## src/rtl/fir_ctrl_pkg.sv

```systemverilog
//==============================================================================
// Module      : fir_ctrl_pkg
// Description : Shared state encoding and default widths for the fir
//               coefficient controller.
// Revision    : 1.0 - initial release
//==============================================================================
`default_nettype none

package fir_ctrl_pkg;

   localparam int C_DATA_IN_WIDTH = 16;
   localparam int C_TAPS          = 15;
   localparam int C_TAPS_WIDTH    = 16;
   localparam int C_NUM_SETS      = 4;

   typedef enum logic [1:0] {
      ST_IDLE   = 2'd0,
      ST_LOAD   = 2'd1,
      ST_VERIFY = 2'd2,
      ST_FLUSH  = 2'd3
   } state_t;

   // Set index width; a single-set bank still needs one index bit
   function automatic int set_width(input int num_sets);
      return (num_sets > 1) ? $clog2(num_sets) : 1;
   endfunction

endpackage

`default_nettype wire

```

## src/rtl/coeff_bank.sv

```systemverilog
//==============================================================================
// Module      : coeff_bank
// Description : NUM_SETS x TAPS coefficient register file. One synchronous
//               write port, one asynchronous read port, asynchronous clear.
// Revision    : 1.0 - initial release
//==============================================================================
`default_nettype none

module coeff_bank
   import fir_ctrl_pkg::*;
#(
   parameter int NUM_SETS   = C_NUM_SETS,
   parameter int TAPS       = C_TAPS,
   parameter int TAPS_WIDTH = C_TAPS_WIDTH,
   parameter int SET_WIDTH  = set_width(C_NUM_SETS),
   parameter int ADDR_WIDTH = $clog2(C_TAPS + 1)
) (
   input  logic                  clk_i,
   input  logic                  rst_ni,
   input  logic                  wr_en_i,
   input  logic [SET_WIDTH-1:0]  wr_set_i,
   input  logic [ADDR_WIDTH-1:0] wr_addr_i,
   input  logic [TAPS_WIDTH-1:0] wr_data_i,
   input  logic [SET_WIDTH-1:0]  rd_set_i,
   input  logic [ADDR_WIDTH-1:0] rd_addr_i,
   output logic [TAPS_WIDTH-1:0] rd_data_o
);

   localparam logic [ADDR_WIDTH-1:0] C_TAPS_CNT = ADDR_WIDTH'(TAPS);

   logic [TAPS_WIDTH-1:0] r_mem [NUM_SETS][TAPS];

   // Storage: cleared on reset, one coefficient written per cycle otherwise
   always_ff @(posedge clk_i or negedge rst_ni) begin
      if (!rst_ni) begin
         for (int s = 0; s < NUM_SETS; s++) begin
            for (int t = 0; t < TAPS; t++) begin
               r_mem[s][t] <= '0;
            end
         end
      end else if (wr_en_i) begin
         r_mem[wr_set_i][wr_addr_i] <= wr_data_i;
      end
   end

   // Out-of-range tap addresses read as zero (the verify pass probes one past the end)
   assign rd_data_o = (rd_addr_i < C_TAPS_CNT) ? r_mem[rd_set_i][rd_addr_i] : '0;

endmodule

`default_nettype wire

```

## src/rtl/fir_coeff_ctrl.sv

```systemverilog
//==============================================================================
// Module      : fir_coeff_ctrl
// Description : Coefficient scheduler in front of fir. Passes samples through
//               while idle; on a swap it loads a bank set into fir, reads it
//               back for verification and flushes the fir pipeline with zeros.
// Revision    : 1.0 - initial release
//==============================================================================
`default_nettype none

module fir_coeff_ctrl
   import fir_ctrl_pkg::*;
#(
   parameter int DATA_IN_WIDTH   = C_DATA_IN_WIDTH,
   parameter int TAPS            = C_TAPS,
   parameter int TAPS_WIDTH      = C_TAPS_WIDTH,
   parameter int NUM_SETS        = C_NUM_SETS,
   parameter int TAPS_ADDR_WIDTH = $clog2(TAPS + 1),
   parameter int SET_WIDTH       = set_width(NUM_SETS)
) (
   input  logic                       clk_i,
   input  logic                       rst_ni,
   input  logic                       cfg_wr_i,
   input  logic [SET_WIDTH-1:0]       cfg_set_i,
   input  logic [TAPS_ADDR_WIDTH-1:0] cfg_addr_i,
   input  logic [TAPS_WIDTH-1:0]      cfg_data_i,
   output logic                       cfg_drop_o,
   input  logic                       swap_req_i,
   input  logic [SET_WIDTH-1:0]       swap_set_i,
   output logic                       swap_ack_o,
   output logic                       busy_o,
   output logic                       done_o,
   output logic                       verify_err_o,
   output logic [SET_WIDTH-1:0]       active_set_o,
   input  logic                       src_valid_i,
   input  logic [DATA_IN_WIDTH-1:0]   src_data_i,
   output logic                       src_ready_o,
   output logic                       fir_valid_o,
   output logic [DATA_IN_WIDTH-1:0]   fir_data_o,
   output logic                       fir_coeff_o,
   output logic [TAPS_ADDR_WIDTH-1:0] fir_addr_o,
   output logic [TAPS_WIDTH-1:0]      fir_cdata_o,
   input  logic [TAPS_WIDTH-1:0]      fir_cdata_i
);

   localparam logic [TAPS_ADDR_WIDTH-1:0] C_LAST_TAP = TAPS_ADDR_WIDTH'(TAPS - 1);
   localparam logic [TAPS_ADDR_WIDTH-1:0] C_TAPS_CNT = TAPS_ADDR_WIDTH'(TAPS);

   state_t                       r_state;
   state_t                       w_state_nxt;
   logic [TAPS_ADDR_WIDTH-1:0]   r_cnt;
   logic [SET_WIDTH-1:0]         r_set;
   logic                         r_verr;
   logic [SET_WIDTH-1:0]         r_active;
   logic [TAPS_ADDR_WIDTH-1:0]   w_rd_addr;
   logic [TAPS_WIDTH-1:0]        w_rd_data;
   logic                         w_cmp_en;
   logic                         w_accept;
   logic                         w_addr_bad;
   logic                         w_set_bad;
   logic                         w_set_locked;
   logic                         w_cfg_we;

   // Config write filter: out-of-range targets and the set being loaded are refused
   assign w_addr_bad   = (cfg_addr_i >= C_TAPS_CNT);
   assign w_set_locked = busy_o && (cfg_set_i == r_set);
   assign cfg_drop_o   = cfg_wr_i && (w_addr_bad || w_set_bad || w_set_locked);
   assign w_cfg_we     = cfg_wr_i && !cfg_drop_o;

   generate
      if (NUM_SETS == (1 << SET_WIDTH)) begin : g_set_full
         assign w_set_bad = 1'b0;
      end else begin : g_set_partial
         assign w_set_bad = (cfg_set_i >= SET_WIDTH'(NUM_SETS));
      end
   endgenerate

   coeff_bank #(
      .NUM_SETS   (NUM_SETS),
      .TAPS       (TAPS),
      .TAPS_WIDTH (TAPS_WIDTH),
      .SET_WIDTH  (SET_WIDTH),
      .ADDR_WIDTH (TAPS_ADDR_WIDTH)
   ) u_bank (
      .clk_i     (clk_i),
      .rst_ni    (rst_ni),
      .wr_en_i   (w_cfg_we),
      .wr_set_i  (cfg_set_i),
      .wr_addr_i (cfg_addr_i),
      .wr_data_i (cfg_data_i),
      .rd_set_i  (r_set),
      .rd_addr_i (w_rd_addr),
      .rd_data_o (w_rd_data)
   );

   assign w_accept     = (r_state == ST_IDLE) && swap_req_i;
   assign verify_err_o = r_verr;
   assign active_set_o = r_active;
   assign fir_cdata_o  = fir_coeff_o ? w_rd_data : '0;

   // State register
   always_ff @(posedge clk_i or negedge rst_ni) begin
      if (!rst_ni) begin
         r_state <= ST_IDLE;
      end else begin
         r_state <= w_state_nxt;
      end
   end

   // Next state and fir-side muxing; readback arrives one cycle after its address
   always_comb begin
      w_state_nxt = r_state;
      swap_ack_o  = 1'b0;
      src_ready_o = 1'b0;
      busy_o      = 1'b1;
      done_o      = 1'b0;
      fir_valid_o = 1'b0;
      fir_data_o  = '0;
      fir_coeff_o = 1'b0;
      fir_addr_o  = '0;
      w_rd_addr   = r_cnt;
      w_cmp_en    = 1'b0;
      case (r_state)
         ST_IDLE: begin
            swap_ack_o  = 1'b1;
            src_ready_o = 1'b1;
            busy_o      = 1'b0;
            fir_valid_o = src_valid_i;
            fir_data_o  = src_data_i;
            if (swap_req_i) w_state_nxt = ST_LOAD;
         end
         ST_LOAD: begin
            fir_coeff_o = 1'b1;
            fir_addr_o  = r_cnt;
            if (r_cnt == C_LAST_TAP) w_state_nxt = ST_VERIFY;
         end
         ST_VERIFY: begin
            if (r_cnt != C_TAPS_CNT) fir_addr_o = r_cnt;
            w_rd_addr = r_cnt - 1'b1;
            w_cmp_en  = (r_cnt != '0);
            if (r_cnt == C_TAPS_CNT) w_state_nxt = ST_FLUSH;
         end
         ST_FLUSH: begin
            fir_valid_o = 1'b1;
            if (r_cnt == C_TAPS_CNT) begin
               done_o      = 1'b1;
               w_state_nxt = ST_IDLE;
            end
         end
         default: w_state_nxt = ST_IDLE;
      endcase
   end

   // Phase counter, latched set, sticky verify flag and committed set
   always_ff @(posedge clk_i or negedge rst_ni) begin
      if (!rst_ni) begin
         r_cnt    <= '0;
         r_set    <= '0;
         r_verr   <= 1'b0;
         r_active <= '0;
      end else begin
         if (r_state != w_state_nxt) begin
            r_cnt <= '0;
         end else if (r_state != ST_IDLE) begin
            r_cnt <= r_cnt + 1'b1;
         end
         if (w_accept) begin
            r_set  <= swap_set_i;
            r_verr <= 1'b0;
         end else if (w_cmp_en && (fir_cdata_i != w_rd_data)) begin
            r_verr <= 1'b1;
         end
         if (done_o) r_active <= r_set;
      end
   end

endmodule

`default_nettype wire

```

## config.mk

```make
export PLATFORM = sky130hd
export DESIGN_NAME = fir_coeff_ctrl
export DESIGN_NICKNAME = d
export VERILOG_FILES = /design/src/rtl/fir_ctrl_pkg.sv /design/src/rtl/coeff_bank.sv /design/src/rtl/fir_coeff_ctrl.sv
export SDC_FILE = /design/constraint.sdc
export NUM_CORES = 1
export LEC_CHECK = 0
export ABC_CLOCK_PERIOD_IN_PS = 10100
export BUFFER_PORTS_ARGS = -buffer_cell sky130_fd_sc_hd__buf_4
export CAP_MARGIN = 20
export CORE_MARGIN = 1.5
export CORE_UTILIZATION = 46
export DETAILED_ROUTE_END_ITERATION = 10
export SKIP_LAST_GASP = 1
export SLEW_MARGIN = 20
export SYNTH_ARGS = -nofsm -noshare
export SYNTH_HDL_FRONTEND = slang
export SYNTH_HIERARCHICAL = 1
export SYNTH_SLANG_ARGS = --single-unit
```

## constraint.sdc

```tcl
create_clock -name clk_i -period 10.1 [get_ports clk_i]
set_clock_uncertainty 0.1 [all_clocks]
set_input_delay 0.505 -clock clk_i [delete_from_list [all_inputs] [get_ports clk_i]]
set_output_delay 0.505 -clock clk_i [all_outputs]
set_load 0.1 [all_outputs]
```

==> flow_metrics.env, run 1 <==
export IMPL_power_switching_w=0.00460
export IMPL_yosysTopAreaCellShare_pct=54.2
export IMPL_slew_viol_final=0
export IMPL_power_report_internal_total_w=0.00860
export IMPL_holdWs_ps=211
export IMPL_p_seq_share_pct=38.0
export IMPL_final_area_mm2=0.0501
export IMPL_gp_congestion=0.973
export IMPL_cts_resized=0
export IMPL_clock_tree_from_tritoncts="done"
export IMPL_synth_warnings=6
export IMPL_h_tree_depth=3
export IMPL_fin_tns_setup_ps=0
export IMPL_first_global_vias=27300
export IMPL_detail_route_wl_per_cell_um=30.0
export IMPL_fp_dieH_um=315
export IMPL_yosys_mux_area_fraction_pct=36.6
export IMPL_design_final_nets=3001
export IMPL_clock_power_share_pct=29.3
export IMPL_max_cap_violations=0
export IMPL_postPlaceCellArea_mm2=0.0464
export IMPL_reg2reg_to="verify_err_o"
export IMPL_number_of_antenna_violations_at_the_first_check_in_global_routing=5
export IMPL_worstHoldEndpoint="verify_err_o"
export IMPL_worst_hold_startpoint="fir_cdata_i[13]"
export IMPL_drive_above_1_share_pct=36.8
export IMPL_hold_violations=0
export IMPL_power_leakage_nw=23.7
export IMPL_uppermost_metal_layer_occupied_by_signal_nets="met5"
export IMPL_end_kind="output pin"
export IMPL_worstMarginPinSlew_ps=1180
export IMPL_timing_hold_worst_class="in2reg"
export IMPL_worst_setup_path_type="reg2out"
export IMPL_slew_headroom_pct=21.3
export IMPL_rsz0062_at_grt="no"
export IMPL_cp_max_fo=47
export IMPL_yosysSeqAreaShare_pct=54.2
export IMPL_detail_route_drc_violations=0
export IMPL_cts_reportedPaths_clkPinSlew_ps=60
export IMPL_synthXorXnorAreaFrac_pct=0.469
export IMPL_route_met3_wl_um=8350
export IMPL_launch_instance_of_the_worst_register_to_register_path="r_state[0]"
export IMPL_asyncSetResetFlopFracSynth_pct=100
export IMPL_synth_largest_area_cell="sky130_fd_sc_hd__dfrtp_1"
export IMPL_die_area_mm2=0.0993
export IMPL_post_cts_setup_buffer_count=0
export IMPL_start_util_pct=46.4
export IMPL_post_synthesis_mean_instance_area_um2=15.2
export IMPL_comb_power_share_pct=32.8
export IMPL_finalCriticalPeriod_ps=6390
export IMPL_post_synth_num_cell_types=60
export IMPL_core_area_mm2=0.0966
export IMPL_worst_ir_drop_vdd_v=0.000380
export IMPL_critPathRequiredTime_ps=9500
export IMPL_grt_first_pass_wirelength_um=191000
export IMPL_initialDrtViolationCount=2404
export IMPL_fp_dieW_um=315
export IMPL_critical_path_arrival_ps=5780
export IMPL_vias=26400
export IMPL_largest_net_degree_at_the_start_of_global_routing=189
export IMPL_wl_met1_um=57500
export IMPL_clockRootBuffer="sky130_fd_sc_hd__clkbuf_16"
export IMPL_row_count=114
export IMPL_synth_top_flop_cell="sky130_fd_sc_hd__dfrtp_1"
export IMPL_compound_gate_portion_of_the_synthesized_area_pct=3.02
export IMPL_max_freq_ghz=0.157
export IMPL_cts_max_path_buffers=3
export IMPL_global_route_overflow_total=0
export IMPL_remaining_antenna_violation_count_after_routing=0
export IMPL_reg2regPathDepth=14
export IMPL_cts_hold_buf=4
export IMPL_reg2reg_setup_slack_ps=4250
export IMPL_status="finished clean"
export IMPL_number_of_buffers_created_by_cts=106
export IMPL_io_pins=107
export IMPL_combinational_family_with_the_most_area_after_synthesis="multiplexers"
export IMPL_switching_share_pct=34.9
export IMPL_clock_latency_late_sink_ps=670
export IMPL_power_density_cell_area_mw_per_mm2=264
export IMPL_viasPerCell=6.13
export IMPL_wirelength_um=129000
export IMPL_firstDrtPassIters=6
export IMPL_mappedNetlistArea_mm2=0.0448
export IMPL_hpwlAfterDp_um=81900
export IMPL_min_delay_path_depth=5
export IMPL_mappedNetlistNets=3009
export IMPL_yosys_top_cells_area="sky130_fd_sc_hd__dfrtp_1 54%, sky130_fd_sc_hd__mux2_2 14%, sky130_fd_sc_hd__mux4_2 11%"
export IMPL_synthCells=2941
export IMPL_synth_seq_cells=971
export IMPL_cp_start_kind="flip-flop"
export IMPL_clkSinkCount=971
export IMPL_syn2layout_area_growth_pct=11.8
export IMPL_layout_worst_path_cycle_share_pct=63.3
export IMPL_setup_violations_final=0
export IMPL_layout_core_utilization_pct=51.9
export IMPL_grt_util_all_layers_pct=26.4
export IMPL_io_buffers=106
export IMPL_number_of_flops_mapped_to_enable_cells_by_yosys=0
export IMPL_met2WireLength_um=59800
export IMPL_synth_simple_area_share_pct=2.67
export IMPL_synth_adder_area_share_pct=0.195
-- placed cells by master, fill, tap and decap left out, types with 7 or more instances in the layout --
cell type                   instances
sky130_fd_sc_hd__nor3_1            10
sky130_fd_sc_hd__clkbuf_8          32
sky130_fd_sc_hd__clkinv_2          12
sky130_fd_sc_hd__xnor2_1           17
sky130_fd_sc_hd__dfrtp_1          969
sky130_fd_sc_hd__a22o_1            24
sky130_fd_sc_hd__and2_1            35
sky130_fd_sc_hd__clkbuf_1          30
sky130_fd_sc_hd__nand3_1           25
sky130_fd_sc_hd__mux2_2           549
sky130_fd_sc_hd__clkbuf_16        107
sky130_fd_sc_hd__ha_1               7
sky130_fd_sc_hd__mux2i_1           50
sky130_fd_sc_hd__mux4_2           217
sky130_fd_sc_hd__nor2_1            25
sky130_fd_sc_hd__a211oi_1          12
sky130_fd_sc_hd__nand2_1           74
sky130_fd_sc_hd__o21ai_0           14
sky130_fd_sc_hd__a22oi_1           45
sky130_fd_sc_hd__mux2_1           431
sky130_fd_sc_hd__buf_4            130
sky130_fd_sc_hd__nor2_2            12
sky130_fd_sc_hd__o22ai_1           16
sky130_fd_sc_hd__o211ai_1           7
sky130_fd_sc_hd__a21oi_1           25
sky130_fd_sc_hd__inv_1             14
sky130_fd_sc_hd__nand2b_1           7
-- registers in the layout, summed over array words and instances, names as in the netlist --
| signal | cells |
|---|---|
| r_cnt | 4 |
| r_state | 2 |
| u_bank/r_mem | 960 |
| active_set_o | 2 |
| verify_err_o | 1 |
| r_set | 2 |
-- per-layer routing --
layer  vias to the layer above  track usage, %
li1                      10900               -
met2                       718            40.5
met5                         -               0
met3                       201            6.22
met1                     14500            37.5
met4                         4            7.11
-- cell usage after synthesis, types with 19 or more instances --
| library cell | number |
|---|---|
| sky130_fd_sc_hd__nand3_1 | 25 |
| sky130_fd_sc_hd__dfrtp_1 | 971 |
| sky130_fd_sc_hd__a22o_1 | 24 |
| sky130_fd_sc_hd__buf_4 | 19 |
| sky130_fd_sc_hd__clkbuf_1 | 143 |
| sky130_fd_sc_hd__nor2_1 | 26 |
| sky130_fd_sc_hd__a21oi_1 | 26 |
| sky130_fd_sc_hd__mux2_1 | 431 |
| sky130_fd_sc_hd__mux2_2 | 549 |
| sky130_fd_sc_hd__mux2i_1 | 50 |
| sky130_fd_sc_hd__buf_2 | 95 |
| sky130_fd_sc_hd__nand2_1 | 77 |
| sky130_fd_sc_hd__a22oi_1 | 45 |
| sky130_fd_sc_hd__and2_1 | 35 |
| sky130_fd_sc_hd__mux4_2 | 217 |
-- through the flow --
| step | worst slack (ps) | total power (W) | instances |
|---|---|---|---|
| detailed placement | 4300 | 0.00938 | 4091 |
| global placement | 4550 | 0.00927 | 4091 |
| global route | 3430 | 0.0137 | 4294 |
| finish | 3710 | 0.0132 | 4299 |
| floorplan | 6180 | 0.00789 | 2941 |
| CTS | 3690 | 0.0133 | 4288 |
-- how the worst max path moves through the flow --
stage	startpoint	end	slack (ps)
2_1_floorplan	r_state[0]	fir_cdata_o[0]	6180
3_3_place_gp	r_state[0]	fir_cdata_o[5]	4550
3_5_place_dp	r_state[0]	verify_err_o	4300
4_1_cts	r_state[0]	fir_cdata_o[2]	3690
5_1_grt	r_state[0]	fir_cdata_o[5]	3430
6_report	r_state[0]	fir_cdata_o[5]	3710
-- cells by family (layout without fill, tap and decap cells) --
kind of cell	Yosys count	in the layout
xor gates and xnor gates	24	24
buffers and inverters	277	354
muxes	1247	1247
and+or+nand+nor	232	232
adders and majority gates	7	7
DFF	971	971
other	0	5
AOI/OAI and AO/OA	183	183
-- worst max-delay path, cell delays in order (launching register included) --
cell and delay (ps):
sky130_fd_sc_hd__dfrtp_1 440, sky130_fd_sc_hd__inv_1 160, sky130_fd_sc_hd__ha_1 570, sky130_fd_sc_hd__xor2_4 180
sky130_fd_sc_hd__buf_4 620, sky130_fd_sc_hd__buf_4 680, sky130_fd_sc_hd__and2_1 980, sky130_fd_sc_hd__a22oi_1 220
sky130_fd_sc_hd__a31oi_1 210, sky130_fd_sc_hd__o21ai_0 150, sky130_fd_sc_hd__o211ai_1 280, sky130_fd_sc_hd__and2_1 250
sky130_fd_sc_hd__buf_4 310
-- power groups by stage --
stage,logic [W],registers (W),clock network [W]
floorplan,0.00304,0.00485,0
global placement,0.00426,0.00501,0
detailed placement,0.00431,0.00507,0
CTS,0.00432,0.00501,0.00395
global route,0.00452,0.00509,0.00411
finish,0.00433,0.00501,0.00386
-- final cells by class --
type / count / area (um^2)
Timing Repair Buffer: 147 / 1260
Clock inverter: 24 / 285
Sequential cell: 971 / 24300
Multi-Input combinational cell: 1693 / 19400
Inverter: 14 / 52.6
Fill cell: 7915 / 46500
Tap cell: 1276 / 1600
Clock buffer: 169 / 3230
Antenna cell: 5 / 12.5
No activity file was read; power rests on OpenSTA's default activity.
==> inputs of run 2 (changes only) <==
- ABC_CLOCK_PERIOD_IN_PS: 10100 -> 5700
- clock period: 10.1 -> 5.7 ns (I/O delays scaled with it)
==> run 2 against run 1 <==
  * Cell area up 1.1%
  * Utilization up 0.55 points
  * Clock-buffer cell count down 15
  * Wire length up 0.47%
  * First-iteration DRC count down 24%
  * Global-route usage up 0.061 points
  * Flip-flop and latch count unchanged
  * Critical path depth up 4
  * Cell count up 1.1%
  * Register-to-register slack worse by 4100 ps
  * Highest routed layer unchanged
==> flow_metrics.env, run 2 (synthesis results as in run 1) <==
export IMPL_rsz0062_at_grt="no"
export IMPL_number_of_antenna_violations_at_the_first_check_in_global_routing=10
export IMPL_fin_tns_setup_ps=0
export IMPL_postLayoutSetupSlackWorst_ps=186
export IMPL_worst_hold_startpoint="cfg_addr_i[1]"
export IMPL_global_route_peak_usage_layer="met2"
export IMPL_remaining_antenna_violation_count_after_routing=0
export IMPL_clockRootBuffer="sky130_fd_sc_hd__clkbuf_16"
export IMPL_worst_ir_drop_vdd_v=0.000434
export IMPL_first_global_vias=27600
export IMPL_layout_commonest_cell="sky130_fd_sc_hd__dfrtp_1"
export IMPL_start_util_pct=46.4
export IMPL_cp_start_kind="flip-flop"
export IMPL_fp_dieH_um=315
export IMPL_syn2layout_area_growth_pct=13.0
export IMPL_groute_layer_met1_usage_pct=37.1
export IMPL_crit_start="r_state[0]"
export IMPL_fp_dieW_um=315
export IMPL_crit_chain="inv_1, ha_1, buf_4, nand2_1, xnor2_2, buf_4, nand2_1, a21oi_1, o21ai_0, o211a_1, xnor2_1, nand4_1, dlygate4sd3_1, nor4_1, dlygate4sd3_1, o21ai_0"
export IMPL_layout_core_utilization_pct=52.4
export IMPL_finalCriticalPeriod_ps=5510
export IMPL_layout_common_cells="969 x sky130_fd_sc_hd__dfrtp_1, 549 x sky130_fd_sc_hd__mux2_2, 431 x sky130_fd_sc_hd__mux2_1"
export IMPL_cp_max_fo=14
export IMPL_setup_violations_final=0
export IMPL_wirelength_um=130000
export IMPL_timing_hold_worst_class="in2reg"
export IMPL_power_density_cell_area_mw_per_mm2=470
export IMPL_viasPerCell=6.07
export IMPL_final_area_mm2=0.0506
export IMPL_detail_route_drc_violations=0
export IMPL_gp_congestion=0.936
export IMPL_vias=26400
export IMPL_io_pins=107
export IMPL_largest_net_degree_at_the_start_of_global_routing=171
export IMPL_postPlaceCellArea_mm2=0.0468
export IMPL_hold_violations=0
export IMPL_max_ffs_per_register=960
export IMPL_worstMarginPinSlew_ps=1240
export IMPL_grt_util_all_layers_pct=26.4
export IMPL_cts_reportedPaths_clkPinSlew_ps=60
export IMPL_clkSinkCount=971
export IMPL_die_area_mm2=0.0993
export IMPL_core_area_mm2=0.0966
export IMPL_worst_path_max_delay_cell="sky130_fd_sc_hd__xnor2_2"
export IMPL_critPathRequiredTime_ps=6150
export IMPL_firstDrtPassIters=7
export IMPL_number_of_buffers_created_by_cts=108
export IMPL_detail_route_wl_per_cell_um=29.8
export IMPL_hpwlAfterDp_um=82100
export IMPL_clock_tree_from_tritoncts="done"
export IMPL_grtUsageMet2_pct=42.2
export IMPL_worst_setup_path_type="reg2reg"
export IMPL_h_tree_depth=3
export IMPL_grt_first_pass_wirelength_um=192000
export IMPL_crit_path_max_incr_delay_ps=780
export IMPL_initialDrtViolationCount=1831
export IMPL_drive_above_1_share_pct=37.9
export IMPL_global_route_overflow_total=0
export IMPL_max_freq_ghz=0.181
export IMPL_category_of_cells_accounting_for_the_largest_share_of_critical_path_delay="buffers and inverters"
export IMPL_end_kind="flip-flop"
export IMPL_cp_bufs_invs=5
export IMPL_clock_latency_late_sink_ps=680
export IMPL_max_cap_violations=0
export IMPL_cts_max_path_buffers=3
export IMPL_power_leakage_nw=23.9
export IMPL_row_count=114
export IMPL_design_final_nets=3048
export IMPL_slew_headroom_pct=16.7
export IMPL_launch_instance_of_the_worst_register_to_register_path="r_state[0]"
export IMPL_largest_register_by_flop_count="u_bank/r_mem"
export IMPL_slew_viol_final=0
export IMPL_largestRegisters="u_bank/r_mem (960), r_cnt (4)"
export IMPL_use_met3_pct=5.13
export IMPL_io_buffers=106
export IMPL_status="finished clean"
export IMPL_place_worst_setup_slack_ps=1100
export IMPL_layout_worst_path_cycle_share_pct=96.7
export IMPL_critical_path_arrival_ps=5960
## run 2: cell type report
class                   instances  area, um^2
multi-input cells            1693       19300
clock buffers                 154        3150
well taps                    1276        1600
clock inverters                42         522
repair buffers                192        1630
flip-flops and latches        971       24300
inverters                      14        52.6
diodes                          6        15.0
fillers                      7891       45900
## run 2: routing by layer
metal	up-vias	wire (um)	share of wire (%)
met4	14	3160	2.4
met5	-	80	0.062
met1	14500	57100	44
met2	686	62200	48
li1	11000	-	-
met3	179	7210	5.6
## run 2: through the flow
| step | total power (W) | instances | hold slack, ps |
|---|---|---|---|
| after floorplan | 0.0140 | 2941 | -111 |
| after global placement | 0.0165 | 4133 | 247 |
| after detailed placement | 0.0167 | 4133 | 263 |
| after CTS | 0.0239 | 4338 | 49.5 |
| after global routing | 0.0247 | 4342 | 82.2 |
| final | 0.0238 | 4348 | 89.0 |
## run 2: where the power goes
part	leakage, nW	total (W)	internal, W	switching [W]
Sequential	13.0	0.00886	0.00811	0.000755
Clock	1.80	0.00712	0.00429	0.00283
Combinational	9.14	0.00780	0.00317	0.00463
Total	23.9	0.0238	0.0156	0.00822
## run 2: timing repair
action	in CTS	in global routing
endpoints found under the hold margin	85	0
buffers inserted	0	4
resized for setup	0	3
hold buffers	9	0
setup endpoints to repair	0	1
## run 2: path summary, 6_finish.rpt
kind / to / cells past startpoint / slack (ps)
max in group asynchronous: r_set[0] / 3 / 3840
min: u_bank/r_mem[821] / 4 / 90
min in group asynchronous: u_bank/r_mem[915] / 2 / 140
max: verify_err_o / 16 / 190
min reg2reg: u_bank/r_mem[9] / 1 / 380
max reg2reg: verify_err_o / 16 / 190
## run 2: tightest hold or removal path, delay by kind of cell
| family | cells | cell delay [ps] |
|---|---|---|
| buffers and inverters | 1 | 130 |
| muxes | 1 | 150 |
| and+or+nand+nor | 2 | 270 |
